<file path="src/rtl/bit_stuffer.sv">
// Transmit-side bit stuffer: inserts a 0 after MAX_ONES consecutive counted 1s,
// skipping the first SKIP_BITS packet bits. Optional macro STUFF_STATS_EN adds stuff_count.
module bit_stuffer #(
    parameter int MAX_ONES  = 6,
    parameter int SKIP_BITS = 8,
    parameter int CNT_W     = 5
) (
    input  logic       clk,
    input  logic       rst,
    input  logic       abort,
    input  logic       s_in,
    input  logic       start_stuffer,
    input  logic       end_stuffer,
    output logic       stuff_stall,
    output logic       s_out,
    output logic       start_nrzi,
    output logic       end_nrzi
`ifdef STUFF_STATS_EN
    ,
    output logic [7:0] stuff_count
`endif
);

    typedef enum logic [1:0] {
        IDLE   = 2'd0,
        ACTIVE = 2'd1,
        TAIL   = 2'd2
    } state_t;

    localparam logic [CNT_W-1:0] MAX_C  = CNT_W'(MAX_ONES);
    localparam logic [CNT_W-1:0] SKIP_C = CNT_W'(SKIP_BITS);

    state_t             state_q, state_d;
    logic [CNT_W-1:0]   pos_q, pos_d;
    logic [CNT_W-1:0]   ones_q, ones_d;
    logic               s_out_q, s_out_d;
    logic               start_q, start_d;
    logic               end_q, end_d;

    logic               consume;
    logic               counted;
    logic [CNT_W-1:0]   ones_inc;
    logic [CNT_W-1:0]   pos_inc;

    // State register
    always_ff @(posedge clk or posedge rst) begin
        if (rst) begin
            state_q <= IDLE;
            pos_q   <= '0;
            ones_q  <= '0;
            s_out_q <= 1'b0;
            start_q <= 1'b0;
            end_q   <= 1'b0;
        end else begin
            state_q <= state_d;
            pos_q   <= pos_d;
            ones_q  <= ones_d;
            s_out_q <= s_out_d;
            start_q <= start_d;
            end_q   <= end_d;
        end
    end

    // Output logic: stall is combinational so upstream freezes in the same cycle
    always_comb begin
        stuff_stall = 1'b0;
        if (!abort) begin
            case (state_q)
                ACTIVE:  stuff_stall = (ones_q == MAX_C);
                TAIL:    stuff_stall = 1'b1;
                default: stuff_stall = 1'b0;
            endcase
        end
    end

    assign s_out      = s_out_q;
    assign start_nrzi = start_q;
    assign end_nrzi   = end_q;

    assign consume  = !abort && (((state_q == IDLE) && start_stuffer) ||
                                 ((state_q == ACTIVE) && !stuff_stall));
    assign counted  = (pos_q == SKIP_C);
    assign ones_inc = (counted && s_in) ? ones_q + 1'b1 : '0;
    assign pos_inc  = counted ? pos_q : pos_q + 1'b1;

    // Next-state logic
    always_comb begin
        state_d = state_q;
        pos_d   = pos_q;
        ones_d  = ones_q;
        s_out_d = 1'b0;
        start_d = 1'b0;
        end_d   = 1'b0;
        if (abort) begin
            state_d = IDLE;
            pos_d   = '0;
            ones_d  = '0;
        end else if (consume) begin
            s_out_d = s_in;
            start_d = (state_q == IDLE);
            pos_d   = pos_inc;
            ones_d  = ones_inc;
            state_d = ACTIVE;
            if (end_stuffer) begin
                // A last bit that completes a run still owes a trailing stuff 0
                if (ones_inc == MAX_C) begin
                    state_d = TAIL;
                end else begin
                    end_d   = 1'b1;
                    state_d = IDLE;
                    pos_d   = '0;
                    ones_d  = '0;
                end
            end
        end else if (stuff_stall) begin
            s_out_d = 1'b0;
            ones_d  = '0;
            if (state_q == TAIL) begin
                end_d   = 1'b1;
                state_d = IDLE;
                pos_d   = '0;
            end
        end
    end

`ifdef STUFF_STATS_EN
    logic [7:0] stuff_count_q;

    always_ff @(posedge clk or posedge rst) begin
        if (rst) begin
            stuff_count_q <= 8'd0;
        end else if (abort) begin
            stuff_count_q <= 8'd0;
        end else if (consume && (state_q == IDLE)) begin
            stuff_count_q <= 8'd0;
        end else if (stuff_stall && (stuff_count_q != 8'hFF)) begin
            stuff_count_q <= stuff_count_q + 8'd1;
        end
    end

    assign stuff_count = stuff_count_q;
`endif

endmodule

</file>
<file path="config.mk">
export PLATFORM = sky130hd
export DESIGN_NAME = bit_stuffer
export DESIGN_NICKNAME = d
export VERILOG_FILES = /design/src/rtl/bit_stuffer.sv
export SDC_FILE = /design/constraint.sdc
export NUM_CORES = 1
export LEC_CHECK = 0
export ABC_AREA = 1
export CORE_MARGIN = 4
export CORE_UTILIZATION = 56
export CTS_BUF_LIST = sky130_fd_sc_hd__clkbuf_2 sky130_fd_sc_hd__clkbuf_4 sky130_fd_sc_hd__clkbuf_8
export CTS_CLUSTER_DIAMETER = 100
export CTS_CLUSTER_SIZE = 40
export DETAILED_ROUTE_END_ITERATION = 6
export PLACE_DENSITY = 0.78
export SLEW_MARGIN = 20
export SYNTH_ARGS = -nofsm -noshare
export SYNTH_HDL_FRONTEND = slang
export SYNTH_SLANG_ARGS = --single-unit
export TNS_END_PERCENT = 1
</file>
<file path="constraint.sdc">
create_clock -name clk -period 1.86 [get_ports clk]
set_input_delay 0.372 -clock clk [delete_from_list [all_inputs] [get_ports clk]]
set_output_delay 0.372 -clock clk [all_outputs]
set_load 0.005 [all_outputs]
</file>
==> impl_results.md, run 1 <==
* Root buf cell: clkbuf_4
* Yosys top cell by area: dfrtp_1
* CP Capture Type: output port
* Detailed Place HPWL at 1840 um
* Worst Setup EP: stuff_stall
* Die area at ~2700 um^2
* Max Slew Vio Count at 0
* Initial antenna violation count at 0
* Clk buf depth at 2
* Unrepaired setup endpoints after global routing: yes
* Shortest period the worst path allows at roughly 1.8 ns
* Tot Pwr at approximately 0.68 mW
* Nets at about 180
* Reg2reg path depth at 10
* Syn nets at approximately 160
* Core region area at about 1800 um^2
* Relative slew slack at between 50% and 60%
* Post-Layout Inst Area at around 1300 um^2
* Met1 usage at 23.8%
* Met2 usage at 37.7%
* Synth Warn # at 0
* Gp weighted congestion at about 0.86
* Setup Crit Path Kind: reg -> out
* Cell Rows at 15
* Gr usage total at between 20% and 30%
* Final hold viol count at 0
* DRT antenna net count at 0
* CTS Buf Count at 3
* Synth Area per Inst at roughly 7.5 um^2
* DRC at 0
* Die width at ~52 um
* Synthesized area at 1070 um^2
* Worst VDD drop at 0.356 mV
* Met3 global-route usage at approximately 2.6%
* Slew @ Worst Pin at approximately 0.6 ns
* Clock Pin Slew Worst Setup and Hold Paths at 0.09 ns
* TritonCTS clock tree: yes
* Fin Hold WS at between 0.4 and 0.5 ns
* Lkg Pwr at about 0.70 nW
* Register-to-Register Setup Slack at between 0.15 and 0.2 ns
* Worst flop-to-flop path startpoint: state_q[0]
* Input/output buffers at 9
* Seq/Total Area, Yosys at 35.1%
* Area of placed instances at roughly 1300 um^2
* # IOs at 10
* Synthesized instance count at 143
* Maximum fanout along the worst path at 2
* Commonest cells after routing, fill and taps aside: nand2_1 (36), inv_1 (21), dfrtp_1 (15), nand3_1 (14), buf_4 (13)
* Share of the synthesized area in the top cell type at 35.1%
* Vias in the first global route at roughly 940
* Layout cell share with drive strength beyond 1 at 22.9%
* Final cell count without fillers at 195
* H-tree levels at 1
* Grt total ovfl at 0
* Final Skew at about 0.008 ns
* Area Overhead vs Synth at 25.1%
* Wirelength per Cell at about 12 um
* CP required at roughly 1.5 ns
* Sink Count at 15
* Ranking of synthesized cells by area: dfrtp_1 (35%), nand2_1 (13%), inv_1 (8.4%)
* Initial core utilization at just over 60%
* HP Class: in -> async
* Final worst-path cycle share at between 90% and 100%
* First-pass GRT wire length at between 4000 and 5000 um
* Power Density at 510 nW/um^2
* Setup Viol. Count Final at 0
* # diodes at 0
* Max cap viols at 0
* Yosys reg bits at 15
* Placed Cells at 189
* DRT Pass-1 Iters at 5
* Setup TNS at 0 ns
* Outcome: complete, no violations
* Routed via count at between 1,000 and 1,500
* Post-Route WL at between 2000 and 2500 um
* Arr. time, crit path at 1.42 ns
* Distinct cells, synth at 24
* Commonest non-fill, non-tap cell in the layout: nand2_1
* Clock latency on the worst-skew pair at 0.28 ns
* Startpoint Class: flop
* Largest net degree at the start of global routing at 16
* Vert. Die Dim at approximately 52 um
* Iteration-0 DRC Markers at 14
* Max Freq at roughly 0.56 GHz
* Crit path from: state_q[0]
* FF-to-FF End: end_nrzi
* GRT Max-Usage Layer: met2
* Via-to-Cell Ratio at around 5.2
logic make-up after synthesis:
| group | after synthesis | synth area share [%] |
|---|---|---|
| adders and majority gates | 7 | 8.20 |
| and+or+nand+nor | 78 | 35.6 |
| buffers and inverters | 29 | 11.5 |
| AOI/OAI and AO/OA | 11 | 7.14 |
| DFF | 15 | 35.1 |
| xor gates and xnor gates | 3 | 2.46 |
how the worst min path moves through the flow:
| stage | start | end | slack [ns] | cells after the start |
|---|---|---|---|---|
| floorplan | rst | end_nrzi | 0.27 | 1 |
| global placement | pos_q[4] | pos_q[4] | 0.56 | 2 |
| detailed placement | pos_q[0] | pos_q[0] | 0.58 | 2 |
| CTS | rst | ones_q[0] | 0.47 | 2 |
| global route | rst | ones_q[0] | 0.49 | 2 |
| finish | rst | ones_q[0] | 0.46 | 2 |
area by class of cell:
cell class | count | area, um^2
repair buffers | 22 | 183
clock buffers | 4 | 30.0
well taps | 25 | 31.3
inverters | 29 | 123
flip-flops and latches | 15 | 375
multi-input cells | 100 | 594
fillers | 148 | 428
power by group:
group          internal, mW  leakage [nW]  total [mW]  switching [mW]
logic                0.0629         0.478       0.140          0.0767
clock network        0.0976        0.0184       0.199           0.101
registers             0.337         0.205       0.344         0.00644
cells in the mapped netlist:
library cell  count
nand4_2           1
nand4_1           8
nand3_1          14
nand2_1          36
inv_2             2
nand2_2           3
inv_1            24
bufinv_8          1
nor2_2            2
xor2_1            2
a21oi_1           1
dfrtp_1          15
nor2_1            9
nand3_2           2
nand2_4           2
clkinv_1          2
nor3_1            1
a21boi_2          1
o22ai_1           3
xnor2_1           1
o21ai_1           3
o21ai_0           2
a21oi_4           1
ha_1              7
critical path, cell delays in order, from the launching register on:
cell and delay, ns:
dfrtp_1 0.36, inv_2 0.06, buf_4 0.13, ha_1 0.18, nand2_1 0.12, nand2_2 0.10, nand2_4 0.06, inv_1 0.03
buf_2 0.11
per-stage QoR:
stage,setup WS (ns),utilization (%)
2_1_floorplan,0.328,-
3_3_place_gp,-0.0628,72.6
3_5_place_dp,-0.0708,72.6
4_1_cts,0.0596,74.8
5_1_grt,-0.0259,75.7
6_report,0.0726,75.7
routing by layer:
| layer | vias up | routed length, um |
|---|---|---|
| met5 | - | 0 |
| met4 | 0 | 18 |
| met3 | 4 | 47 |
| met2 | 15 | 1230 |
| met1 | 480 | 1050 |
| li1 | 516 | - |
timing repair:
action                                  4_1_cts  5_1_grt
hold buffers                                  0        0
pin swaps                                     2        1
resized for setup                             8        1
setup buffers                                 0        1
gates cloned                                  0        1
endpoints found under the setup margin        1        3
state kept, by name (all words and copies together) (netlist names):
| name | cells |
|---|---|
| pos_q | 5 |
| ones_q | 5 |
| end_nrzi | 1 |
| s_out | 1 |
| start_nrzi | 1 |
| state_q | 2 |
Note: power is estimated with default switching activity, not from simulation.
==> run 2: changes to the inputs <==
--- a/config.mk
+++ b/config.mk
@@ -12,7 +12,9 @@
 export CTS_CLUSTER_DIAMETER = 100
 export CTS_CLUSTER_SIZE = 40
 export DETAILED_ROUTE_END_ITERATION = 6
+export HOLD_SLACK_MARGIN = 0.06
 export PLACE_DENSITY = 0.78
+export SKIP_CTS_REPAIR_TIMING = 1
 export SLEW_MARGIN = 20
 export SYNTH_ARGS = -nofsm -noshare
 export SYNTH_HDL_FRONTEND = slang
==> constraint.sdc (replaced) <==
create_clock -name clk -period 1.86 [get_ports clk]
set_input_delay 0.186 -clock clk [delete_from_list [all_inputs] [get_ports clk]]
set_output_delay 0.186 -clock clk [all_outputs]
set_load 0.005 [all_outputs]
==> impl_results.md, run 2 (synthesis gave the netlist of run 1 again) <==
* Outcome: complete, no violations
* CTS Buf Count at 3
* Unrepaired setup endpoints after global routing: no
* Gate power share at 18.1%
* DRT antenna net count at 0
* # diodes at 0
* Clk buf depth at 2
* Power Density at between 500 and 600 nW/um^2
* Area of the multi-input gates at 583 um^2
* Die width at slightly above 50 um
* Input/output buffers at 9
* Clock share of power at between 30% and 40%
* Worst VDD drop at 0.492 mV
* Commonest cells after routing, fill and taps aside: nand2_1 (36), inv_1 (22), dfrtp_1 (15), nand3_1 (14), nor2_1 (9)
* Grt total ovfl at 0
* Setup Viol. Count Final at 0
* Maximum fanout along the worst path at 3
* HP Class: in -> async
* Reg2reg path depth at 11
* Arr. time, crit path at between 1.5 and 2 ns
* Gp weighted congestion at just under 0.9
* Reg power frac at approximately half
* Biggest regs: ones_q (5), pos_q (5), state_q (2)
* Fin Hold WS at approximately 0.26 ns
* Vias in the first global route at 910
* Final worst-path cycle share at 92.8%
* Via-to-Cell Ratio at 5.12
* CP required at around 1.7 ns
* Net Sw Frac at 27.4%
* Met1 wire length at around 1000 um
* Initial core utilization at roughly three fifths
* Largest net degree at the start of global routing at 16
* P_sw at about 0.18 mW
* Core region area at 1760 um^2
* Vert. Die Dim at 51.7 um
* Die area at approximately 2700 um^2
* DRC at 0
* Register-to-Register Setup Slack at between 0.15 and 0.2 ns
* FF-to-FF End: state_q[0]
* Slowest-stage cell, CP: dfrtp_1
* DR top layer: met4
* Final Skew at 0.0115 ns
* CP Capture Type: output port
* Relative slew slack at between 60% and 70%
* Placed Cells at ~180
* TritonCTS clock tree: yes
* DRT Pass-1 Iters at 5
* H-tree levels at 1
* Wirelength per Cell at roughly 12 um
* Nets at 173
* Setup Crit Path Kind: reg -> out
* Root buf cell: clkbuf_4
* Iteration-0 DRC Markers at 15
* Final hold viol count at 0
* WL met2 at between 1000 and 1500 um
* Post-Route WL at ~2200 um
* CP Cell Sequence: inv_2, ha_4, nand2_1, inv_1, nand3_2, nand2_2, nand2_4, inv_1, dlymetal6s2s_1
* Commonest non-fill, non-tap cell in the layout: nand2_1
* Area of placed instances at 1200 um^2
* CP dominant cell by count: inv_1
* Lkg Pwr at between 0.6 and 0.7 nW
* Finished Core Util at 71.3%
* # IOs at 10
* Shortest period the worst path allows at around 1.7 ns
* Routed via count at 942
* Reg area at 375 um^2
* Worst path max stage delay at approximately 0.39 ns
* Clock latency on the worst-skew pair at between 0.2 and 0.3 ns
* Final cell count without fillers at around 180
* Initial antenna violation count at 0
* Startpoint Class: flop
* Internal power at between 0.4 and 0.5 mW
* Max Slew Vio Count at 0
* Post-Layout Inst Area at roughly 1300 um^2
* Sink Count at 15
* Max Freq at just under 0.6 GHz
* Cell Rows at 15
* Clock Pin Slew Worst Setup and Hold Paths at around 0.10 ns
* First-pass GRT wire length at about 3900 um
* Detailed Place HPWL at ~1600 um
* Max cap viols at 0
* Area Overhead vs Synth at 17.7%
* Fill cells at 151
* Slew @ Worst Pin at between 0.5 and 0.6 ns
* Layout cell share with drive strength beyond 1 at around 16%
* Worst flop-to-flop path startpoint: state_q[1]
* DR WL met3 at about 71 um
* Gr usage total at approximately a fifth
-- run 2: cell count changes in the layout (fill, tap and decap cells not counted), sizes merged --
cell and change:
a21oi -1, dlymetal6s2s +1, buf -11
-- run 2: per-layer routing --
layer | vias up | GRT usage (%)
met5 | - | 0
met4 | 0 | 3.49
met3 | 4 | 4.01
met2 | 19 | 34.1
met1 | 430 | 23.6
li1 | 489 | -
-- run 2: worst max-delay path, delay by kind of cell (launching register included) --
| family | cells | cell delay [ns] |
|---|---|---|
| flops | 1 | 0.39 |
| buf+inv | 4 | 0.31 |
| fa+ha+maj | 1 | 0.26 |
| simple gates | 4 | 0.32 |
-- run 2: power groups by stage --
stage               clock, mW  combinational, mW  sequential, mW
floorplan                   0             0.0744           0.352
global placement            0              0.117           0.352
detailed placement          0              0.120           0.353
CTS                     0.210              0.120           0.346
global route            0.224              0.136           0.349
finish                  0.202              0.121           0.347
-- run 2: per-stage QoR --
step                total power [mW]  setup slack, ns  TNS (ns)
floorplan                      0.426            0.328         0
global placement               0.469            0.139         0
detailed placement             0.472           0.0528         0
CTS                            0.677           -0.281    -0.281
global route                   0.709           0.0295         0
finish                         0.670            0.134         0
-- run 2: area by class of cell --
class / instances / share of cell area [%]
Clock buffer: 4 / 2.39
Sequential cell: 15 / 29.9
Multi-Input combinational cell: 99 / 46.4
Timing Repair Buffer: 12 / 9.15
Inverter: 29 / 9.75
Tap cell: 25 / 2.49
-- run 2: how the worst max path moves through the flow --
stage               startpoint           to  slack [ns]  depth (start not counted)
finish              state_q[1]  stuff_stall        0.13                          9
CTS                 state_q[1]  stuff_stall       -0.28                          9
global placement    state_q[1]  stuff_stall        0.14                          9
floorplan           state_q[0]     end_nrzi        0.33                          8
global route        state_q[0]  stuff_stall        0.03                          9
detailed placement  state_q[1]  stuff_stall        0.05                          9
==> run 3: changes to the inputs <==
--- a/config.mk
+++ b/config.mk
@@ -7,7 +7,7 @@
 export LEC_CHECK = 0
 export ABC_AREA = 1
 export CORE_MARGIN = 4
-export CORE_UTILIZATION = 56
+export CORE_UTILIZATION = 53
 export CTS_BUF_LIST = sky130_fd_sc_hd__clkbuf_2 sky130_fd_sc_hd__clkbuf_4 sky130_fd_sc_hd__clkbuf_8
 export CTS_CLUSTER_DIAMETER = 100
 export CTS_CLUSTER_SIZE = 40
==> constraint.sdc (replaced) <==
create_clock -name clk -period 1.56 [get_ports clk]
set_input_delay 0.156 -clock clk [delete_from_list [all_inputs] [get_ports clk]]
set_output_delay 0.156 -clock clk [all_outputs]
set_load 0.005 [all_outputs]
==> impl_results.md, run 3 (synthesis gave the netlist of run 1 again) <==
* Final hold viol count at 0
* Slowest-stage cell, CP: dfrtp_1
* Placed Cells at between 150 and 200
* Iteration-0 DRC Markers at a little over 60
* Outcome: complete, but fails checks
* Reg area at between 300 and 400 um^2
* CP required at roughly 1.8 ns
* Biggest regs: ones_q (5), pos_q (5), state_q (2)
* Clock latency on the worst-skew pair at 0.29 ns
* Via-to-Cell Ratio at 5.61
* Clock Pin Slew Worst Setup and Hold Paths at ~0.1 ns
* Initial antenna violation count at 0
* Detailed Place HPWL at between 1500 and 2000 um
* DRC at 0
* Setup Crit Path Kind: reg -> reg
* Largest net degree at the start of global routing at 16
* Root buf cell: clkbuf_4
* Lkg Pwr at 0.758 nW
* TritonCTS clock tree: yes
* # diodes at 0
* Internal power at slightly above 0.6 mW
* Commonest cells after routing, fill and taps aside: nand2_1 (32), inv_1 (18), buf_4 (18), dfrtp_1 (15), nand3_1 (12)
* Area of the multi-input gates at 686 um^2
* Failing checks: negative setup slack
* Gp weighted congestion at slightly below 0.9
* CP Capture Type: flop
* Startpoint Class: flop
* DRT antenna net count at 0
* H-tree levels at 1
* Clk buf depth at 2
* Wirelength per Cell at 15.7 um
* Max Freq at 0.582 GHz
* HP Class: in -> async
* Unrepaired setup endpoints after global routing: yes
* Final cell count without fillers at roughly 200
* Shortest period the worst path allows at around 1.7 ns
* WP buf/inv at 2
* Final Skew at ~0.0054 ns
* Die width at 52.9 um
* Gate power share at around 24%
* Routed via count at 1,133
* Initial core utilization at between 50% and 60%
* DP Worst Slack at -0.161 ns
* Layout cell share with drive strength beyond 1 at 36.7%
* First-pass GRT wire length at 3940 um
* Worst VDD drop at between 0.4 and 0.5 mV
* Vert. Die Dim at 52.9 um
* Maximum fanout along the worst path at 5
* Commonest non-fill, non-tap cell in the layout: nand2_1
* Fill cells at ~110
* Final WS setup at -0.157 ns
* Cell Rows at 15
* Nets at 191
* Tot Pwr at about 0.88 mW
* Final worst-path cycle share at 110%
* Delay-heaviest family, CP: simple AND/OR/NAND/NOR gates
* CTS Buf Count at 3
* Reg power frac at between 40% and 50%
* Die area at 2800 um^2
* Net Sw Frac at 30.1%
* Input/output buffers at 9
* Relative slew slack at 60.0%
* Setup Viol. Count Final at 16
* Max cap viols at 0
* Post-Route WL at between 3000 and 4000 um
* Power Density at around 590 nW/um^2
* Vias in the first global route at 928
* Sink Count at 15
* Slew @ Worst Pin at 0.599 ns
* Arr. time, crit path at 1.94 ns
* Max Slew Vio Count at 0
* Worst path max stage delay at roughly 0.40 ns
* P_sw at roughly 0.26 mW
* DRT Pass-1 Iters at 5
* Area Overhead vs Synth at 39.2%
* Core region area at around 1800 um^2
* Gr usage total at approximately a fifth
* # IOs at 10
* Fin Hold WS at approximately 0.22 ns
* CP Cell Sequence: buf_4, buf_4, ha_2, nand2_2, nand2_2, nand2_4, nand2_4, a21oi_4, nand2_1, o21ai_2
* Grt total ovfl at 0
* Clock share of power at between 20% and 30%
-- run 3: cell count changes in the layout (fill, tap and decap cells not counted), sizes merged --
cell          change
a21oi             +1
clkbuf            +1
clkinv            -1
dlymetal6s2s      -1
inv               +1
buf              +17
-- run 3: final timing paths --
kind / depth (start not counted) / slack [ns] / endpoint / from
max in group asynchronous: 2 / 0.95 / pos_q[2] / rst
worst max register to register: 10 / -0.16 / pos_q[2] / state_q[1]
worst max-delay path: 10 / -0.16 / pos_q[2] / state_q[1]
min in group clk: 3 / 0.46 / s_out / s_in
worst min register to register: 2 / 0.55 / ones_q[1] / ones_q[1]
worst min-delay path: 2 / 0.22 / ones_q[2] / rst
-- run 3: per-stage QoR --
step	cell area, um^2	setup TNS [ns]	utilization [%]
after global routing	1490	-3.30	81.7
after floorplan	1070	0	-
after CTS	1340	-1.19	73.6
final	1490	-1.81	81.7
after global placement	1310	-0.196	72.0
after detailed placement	1310	-0.723	72.0
-- run 3: area by class of cell --
type	instances	share of cell area, %
Timing Repair Buffer	29	16.3
Tap cell	25	2.10
Clock buffer	4	2.02
Multi-Input combinational cell	100	46.1
Sequential cell	15	25.2
Inverter	29	8.24
-- run 3: power groups by stage --
stage	Clock, mW	Sequential, mW	Combinational [mW]
floorplan	0	0.419	0.0888
global placement	0	0.416	0.162
detailed placement	0	0.417	0.167
finish	0.254	0.410	0.212
CTS	0.244	0.409	0.168
global route	0.277	0.412	0.228
-- run 3: routing by layer --
metal	share of wire [%]	GRT usage [%]
met1	36	23.1
met2	50	34.7
met3	8.0	3.38
met4	5.8	5.11
met5	0	0
